### src/rtl/pc_seq_pkg.sv
// Shared definitions for the PC sequencer: instruction classes as delivered
// by the decoder, the controller state encoding, and default sizing.
package pc_seq_pkg;

    localparam int PC_W_DEF        = 4;
    localparam int STACK_DEPTH_DEF = 4;

    typedef enum logic [2:0] {
        OP_SEQ    = 3'd0,
        OP_BRANCH = 3'd1,
        OP_JUMP   = 3'd2,
        OP_CALL   = 3'd3,
        OP_RET    = 3'd4,
        OP_HALT   = 3'd5
    } op_class_e;

    typedef enum logic [2:0] {
        ST_IDLE   = 3'd0,
        ST_FETCH  = 3'd1,
        ST_DECODE = 3'd2,
        ST_EXEC   = 3'd3,
        ST_HALT   = 3'd4,
        ST_FAULT  = 3'd5
    } seq_state_e;

endpackage

### src/rtl/pc_sequencer_ret_stack.sv
// ret_stack: small LIFO holding return addresses for CALL/RET.
// Ports:
//   clk, reset      clock, asynchronous active-high reset (empties the stack)
//   push, push_data write push_data on top; ignored when full
//   pop             discard the top entry; ignored when empty
//   pop_data        top entry, combinational
//   full, empty     occupancy flags
//   depth           number of valid entries (0..DEPTH)
module ret_stack #(
    parameter int WIDTH = 4,
    parameter int DEPTH = 4
) (
    input  logic                     clk,
    input  logic                     reset,
    input  logic                     push,
    input  logic [WIDTH-1:0]         push_data,
    input  logic                     pop,
    output logic [WIDTH-1:0]         pop_data,
    output logic                     full,
    output logic                     empty,
    output logic [$clog2(DEPTH):0]   depth
);

    localparam int AW = $clog2(DEPTH);

    logic [WIDTH-1:0] mem_r [DEPTH];
    logic [AW:0]      depth_r;
    logic [AW:0]      depth_m1_s;
    logic [AW-1:0]    top_idx_s;

    assign full       = (depth_r == (AW+1)'(DEPTH));
    assign empty      = (depth_r == '0);
    assign depth      = depth_r;
    // When empty the index wraps; pop_data is then meaningless and unused.
    assign depth_m1_s = depth_r - {{AW{1'b0}}, 1'b1};
    assign top_idx_s  = depth_m1_s[AW-1:0];
    assign pop_data   = mem_r[top_idx_s];

    // Entry storage and occupancy count.
    always_ff @(posedge clk or posedge reset) begin
        if (reset) begin
            depth_r <= '0;
            for (int i = 0; i < DEPTH; i++) begin
                mem_r[i] <= '0;
            end
        end else if (push && !full) begin
            mem_r[depth_r[AW-1:0]] <= push_data;
            depth_r                <= depth_r + {{AW{1'b0}}, 1'b1};
        end else if (pop && !empty) begin
            depth_r <= depth_m1_s;
        end
    end

endmodule

### src/rtl/pc_sequencer.sv
// pc_sequencer: multicycle FETCH/DECODE/EXEC controller producing the next
// value for the external PC register, with CALL/RET through a return stack.
// Ports:
//   clk, reset        clock, asynchronous active-high reset
//   run               start/continue request (level)
//   pc_current        PC register value; pc_next is loaded into it every cycle
//   pc_next           next PC (equals pc_current outside EXEC)
//   imem_req/imem_ack instruction fetch handshake (imem_req registered)
//   instr_valid       high in DECODE
//   op_class, alu_zero, target  decoder/ALU inputs, used in EXEC
//   exec_strobe       high in EXEC
//   halted, fault     sticky terminal indications
//   stack_depth       return stack occupancy
module pc_sequencer
    import pc_seq_pkg::*;
#(
    parameter int PC_W        = PC_W_DEF,
    parameter int STACK_DEPTH = STACK_DEPTH_DEF
) (
    input  logic                          clk,
    input  logic                          reset,
    input  logic                          run,
    input  logic [PC_W-1:0]               pc_current,
    output logic [PC_W-1:0]               pc_next,
    output logic                          imem_req,
    input  logic                          imem_ack,
    output logic                          instr_valid,
    input  logic [2:0]                    op_class,
    input  logic                          alu_zero,
    input  logic [PC_W-1:0]               target,
    output logic                          exec_strobe,
    output logic                          halted,
    output logic                          fault,
    output logic [$clog2(STACK_DEPTH):0]  stack_depth
);

    seq_state_e      state_r;
    seq_state_e      state_next_s;
    logic            imem_req_r;
    logic [PC_W-1:0] pc_inc_s;
    logic [PC_W-1:0] pc_next_s;
    logic [PC_W-1:0] pop_data_s;
    logic            push_s;
    logic            pop_s;
    logic            st_full_s;
    logic            st_empty_s;

    assign pc_inc_s    = pc_current + PC_W'(1);   // wraps modulo 2^PC_W
    assign pc_next     = pc_next_s;
    assign imem_req    = imem_req_r;
    assign instr_valid = (state_r == ST_DECODE);
    assign exec_strobe = (state_r == ST_EXEC);
    assign halted      = (state_r == ST_HALT);
    assign fault       = (state_r == ST_FAULT);

    ret_stack #(
        .WIDTH (PC_W),
        .DEPTH (STACK_DEPTH)
    ) u_ret_stack (
        .clk       (clk),
        .reset     (reset),
        .push      (push_s),
        .push_data (pc_inc_s),
        .pop       (pop_s),
        .pop_data  (pop_data_s),
        .full      (st_full_s),
        .empty     (st_empty_s),
        .depth     (stack_depth)
    );

    // State register; imem_req is registered from the next state so it is
    // high throughout FETCH, including its first cycle.
    always_ff @(posedge clk or posedge reset) begin
        if (reset) begin
            state_r    <= ST_IDLE;
            imem_req_r <= 1'b0;
        end else begin
            state_r    <= state_next_s;
            imem_req_r <= (state_next_s == ST_FETCH);
        end
    end

    // Next-state, next-PC and stack control.
    always_comb begin
        state_next_s = state_r;
        pc_next_s    = pc_current;
        push_s       = 1'b0;
        pop_s        = 1'b0;
        case (state_r)
            ST_IDLE: begin
                if (run) begin
                    state_next_s = ST_FETCH;
                end else begin
                    state_next_s = ST_IDLE;
                end
            end
            ST_FETCH: begin
                if (imem_ack) begin
                    state_next_s = ST_DECODE;
                end else begin
                    state_next_s = ST_FETCH;
                end
            end
            ST_DECODE: begin
                state_next_s = ST_EXEC;
            end
            ST_EXEC: begin
                if (run) begin
                    state_next_s = ST_FETCH;
                end else begin
                    state_next_s = ST_IDLE;
                end
                case (op_class_e'(op_class))
                    OP_SEQ: begin
                        pc_next_s = pc_inc_s;
                    end
                    OP_BRANCH: begin
                        if (alu_zero) begin
                            pc_next_s = target;
                        end else begin
                            pc_next_s = pc_inc_s;
                        end
                    end
                    OP_JUMP: begin
                        pc_next_s = target;
                    end
                    OP_CALL: begin
                        // Overflow: no push, PC holds, lock up in FAULT.
                        if (st_full_s) begin
                            state_next_s = ST_FAULT;
                        end else begin
                            push_s    = 1'b1;
                            pc_next_s = target;
                        end
                    end
                    OP_RET: begin
                        // Underflow: PC holds, lock up in FAULT.
                        if (st_empty_s) begin
                            state_next_s = ST_FAULT;
                        end else begin
                            pop_s     = 1'b1;
                            pc_next_s = pop_data_s;
                        end
                    end
                    OP_HALT: begin
                        state_next_s = ST_HALT;
                    end
                    default: begin
                        pc_next_s = pc_inc_s;   // unused codes act as SEQ
                    end
                endcase
            end
            ST_HALT: begin
                state_next_s = ST_HALT;
            end
            ST_FAULT: begin
                state_next_s = ST_FAULT;
            end
            default: begin
                state_next_s = ST_IDLE;
            end
        endcase
    end

endmodule

### config.mk
export PLATFORM = sky130hd
export DESIGN_NAME = pc_sequencer
export DESIGN_NICKNAME = d
export VERILOG_FILES = /design/src/rtl/pc_seq_pkg.sv /design/src/rtl/pc_sequencer_ret_stack.sv /design/src/rtl/pc_sequencer.sv
export SDC_FILE = /design/constraint.sdc
export NUM_CORES = 1
export LEC_CHECK = 0
export ABC_AREA = 1
export ABC_CLOCK_PERIOD_IN_PS = 2800
export CAP_MARGIN = 30
export CORE_MARGIN = 8
export CORE_UTILIZATION = 38
export CTS_CLUSTER_SIZE = 20
export DETAILED_ROUTE_END_ITERATION = 8
export GPL_ROUTABILITY_DRIVEN = 0
export SLEW_MARGIN = 20
export SYNTH_ARGS = -nofsm -noshare
export SYNTH_HDL_FRONTEND = slang
export SYNTH_SLANG_ARGS = --single-unit
### constraint.sdc
create_clock -name clk -period 2.8 [get_ports clk]
set_input_delay 0.42 -clock clk [delete_from_list [all_inputs] [get_ports clk]]
set_output_delay 0.42 -clock clk [all_outputs]
set_load 0.05 [all_outputs]
==> results.py <==
metrics = {
    "outcome": {
        "outcome": "completed",
    },
    "die": {
        "initial_core_util": 0.393,
        "ioPinCount": 28,
        "die_width_um": 80.3,
        "die_area_um2": 6450,
        "die_height_um": 80.3,
        "core.rowCount": 23,
        "design.core.area_um2": 4000,
    },
    "power": {
        "ir_worst_vdd_mv": 0.376,
        "power.leakage_uw": 0.00108,
        "power_density_nw_per_um2": 848,
    },
    "logic_synthesis": {
        "netlist_area_um2": 1570,
        "post_synth_inst_count": 232,
        "yosys-top-cells-area": "dfrtp_1, nand2_1, inv_1",
        "yosys_warnings": 0,
        "synth.top_cell.area_share": 0.366,
        "synth-seq-cells": 23,
        "synth_top_cell_by_area": "dfrtp_1",
        "syn_nets": 255,
        "ys_seq_area_frac": 0.366,
        "avgSynthCellArea_um2": 6.77,
        "yosysUniqueCellTypes": 25,
    },
    "setup_path": {
        "cp.required_ns": 2.38,
        "cp-start-kind": "primary input",
        "crit_path_end_kind": "output port",
        "reg2reg_slack_ns": 1.14,
        "r2r-start": "u_ret_stack.depth[1]$_DFFE_PP0P_",
        "r2r-end": "u_ret_stack.depth[2]$_DFFE_PP0P_",
        "crit_path_max_fanout": 4,
        "cp.arrival_ns": 2.07,
        "reg2reg_depth": 10,
        "worst-setup-path-type": "primary input to output port",
    },
    "grt": {
        "grt_pass1_wl_um": 6060,
        "antenna_found_initial": 0,
        "grt-ovfl-total": 0,
        "grt_use_total": 0.116,
        "grt_start_max_net_pins": 24,
        "grt_pass1_vias": 1345,
    },
    "clock_network": {
        "cts_buffer_depth": 2,
        "cts_buffers": 3,
        "cts_tree": "done",
        "clkTransAtPathRegs_ns": 0.08,
        "cts_setup_buffers": 0,
        "cts-root-buf": "clkbuf_8",
        "ctsHoldBuffers": 0,
        "clock_sinks": 23,
        "cts-resized-gates": 0,
        "insertion_delay_ns": 0.26,
        "htree_levels": 1,
    },
    "cells_and_area": {
        "area_growth_pct": 28.6,
        "drive_gt1_frac": 0.102,
        "final_common_cell": "nand2_1",
        "multiInputGateArea_um2": 848,
        "num-fill-cells": 407,
        "antenna_cells": 0,
        "final_util": 0.505,
        "regArea_um2": 576,
        "layout_common_cells": "nand2_1, inv_1, dfrtp_1, clkdlybuf4s50_1, nand3_1",
        "final_nets": 289,
    },
    "detailed_routing": {
        "drc_errors": 0,
        "routed_via_density": 4.61,
        "routedWlPerCell_um": 11.4,
        "ant_nets": 0,
        "initialDrtViolationCount": 71,
        "drt-pass1-iter-count": 4,
        "routed_wl_um": 3590,
        "num_vias": 1453,
    },
    "sta": {
        "setup_viol": 0,
        "max_freq_mhz": 401,
        "post-route-min-period_ns": 2.49,
        "slew_viol_final": 0,
        "timing.slew.headroom": 0.667,
        "tns_ns": 0,
        "rsz0062_at_grt": "false",
        "finClkSkew_ns": 0.00742,
        "finalCritPeriodShare": 0.890,
        "layout_setup_ws_ns": 0.308,
        "worst-slew-pin-transition_ns": 0.498,
        "hold_viol_final": 0,
    },
    "placed_design": {
        "numPortBuffers": 27,
        "pre_cts_slack_ns": 0.309,
        "hpwl_um": 2860,
    },
    "min_path": {
        "hold_class": "primary input to asynchronous set/reset pin",
    },
    "run": {
        "maxCapViolCount": 0,
    },
}
[power by group]
part / switching [µW] / internal (µW)
clock network: 104 / 99.2
logic: 640 / 359
registers: 68.8 / 442
total: 812 / 901
[cell type report]
cell class	count	area share
Timing Repair Buffer	30	0.168
Inverter	36	0.0731
Tap cell	50	0.0310
Clock buffer	3	0.0204
Clock inverter	1	0.00248
Multi-Input combinational cell	172	0.420
Sequential cell	23	0.285
[worst max-delay path by stage]
stage | startpoint | end | cells past startpoint
4_1_cts | u_ret_stack.depth[0]$_DFFE_PP0P_ | pc_next[0] | 11
3_3_place_gp | op_class[2] | pc_next[0] | 9
5_1_grt | u_ret_stack.depth[1]$_DFFE_PP0P_ | pc_next[0] | 11
2_1_floorplan | u_ret_stack.depth[0]$_DFFE_PP0P_ | pc_next[0] | 12
6_report | op_class[1] | pc_next[0] | 11
3_5_place_dp | op_class[1] | pc_next[0] | 11
[synthesized netlist by cell type]
library cell,count
nand4_1,2
o21ai_0,14
nor3_1,1
or2_0,1
nand2_2,2
nor2_1,14
inv_1,30
nor2_4,1
nand3_2,2
nand3_1,20
nor2_2,1
ha_1,7
clkinv_4,1
nand3b_1,1
o21ai_1,6
nand2_4,3
nand2_1,92
a21oi_1,2
nand3_4,1
inv_2,3
dfrtp_1,23
xor2_1,2
buf_2,1
inv_6,1
clkinv_1,1
[logic make-up (layout without fill, tap and decap cells)]
| logic type | count (synthesis) | after routing | share of synthesized area |
|---|---|---|---|
| and+or+nand+nor | 141 | 141 | 0.401 |
| buffers and inverters | 37 | 70 | 0.0955 |
| DFF | 23 | 23 | 0.366 |
| AOI/OAI and AO/OA | 22 | 22 | 0.0701 |
| adders and majority gates | 7 | 7 | 0.0557 |
| xor gates and xnor gates | 2 | 2 | 0.0111 |
[worst max-delay path, cell delays in order]
cell             delay (ns)
clkdlybuf4s50_1        0.53
inv_1                  0.10
ha_1                   0.30
inv_1                  0.04
nand2_1                0.05
nand2_1                0.07
or2_0                  0.20
nand2_1                0.07
nand2_1                0.04
nand2_1                0.10
buf_12                 0.14
[stage by stage]
stage | cell area (µm²) | power, µW | hold WS (ns) | instances
final | 2020 | 1710 | 0.422 | 315
after global routing | 2020 | 1850 | 0.447 | 315
after CTS | 2000 | 1730 | 0.498 | 314
after detailed placement | 1950 | 1520 | 0.477 | 310
after global placement | 1950 | 1510 | 0.465 | 310
after floorplan | 1570 | 1190 | 0.422 | 232
[state kept, by name, indices dropped and copies added, names as in the netlist]
register           cells
imem_req               1
state_r                3
u_ret_stack.depth      3
u_ret_stack.mem_r     16
[layer usage]
layer  wire [µm]  GRT usage  up-vias  share of wire
li1            -          -      782              -
met2        1680      0.196       25           0.47
met4          11     0.0164        0         0.0031
met1        1730      0.145      644           0.48
met5           0          0        -              0
met3         170     0.0335        2          0.047
Note: power is estimated with default switching activity, not from simulation.
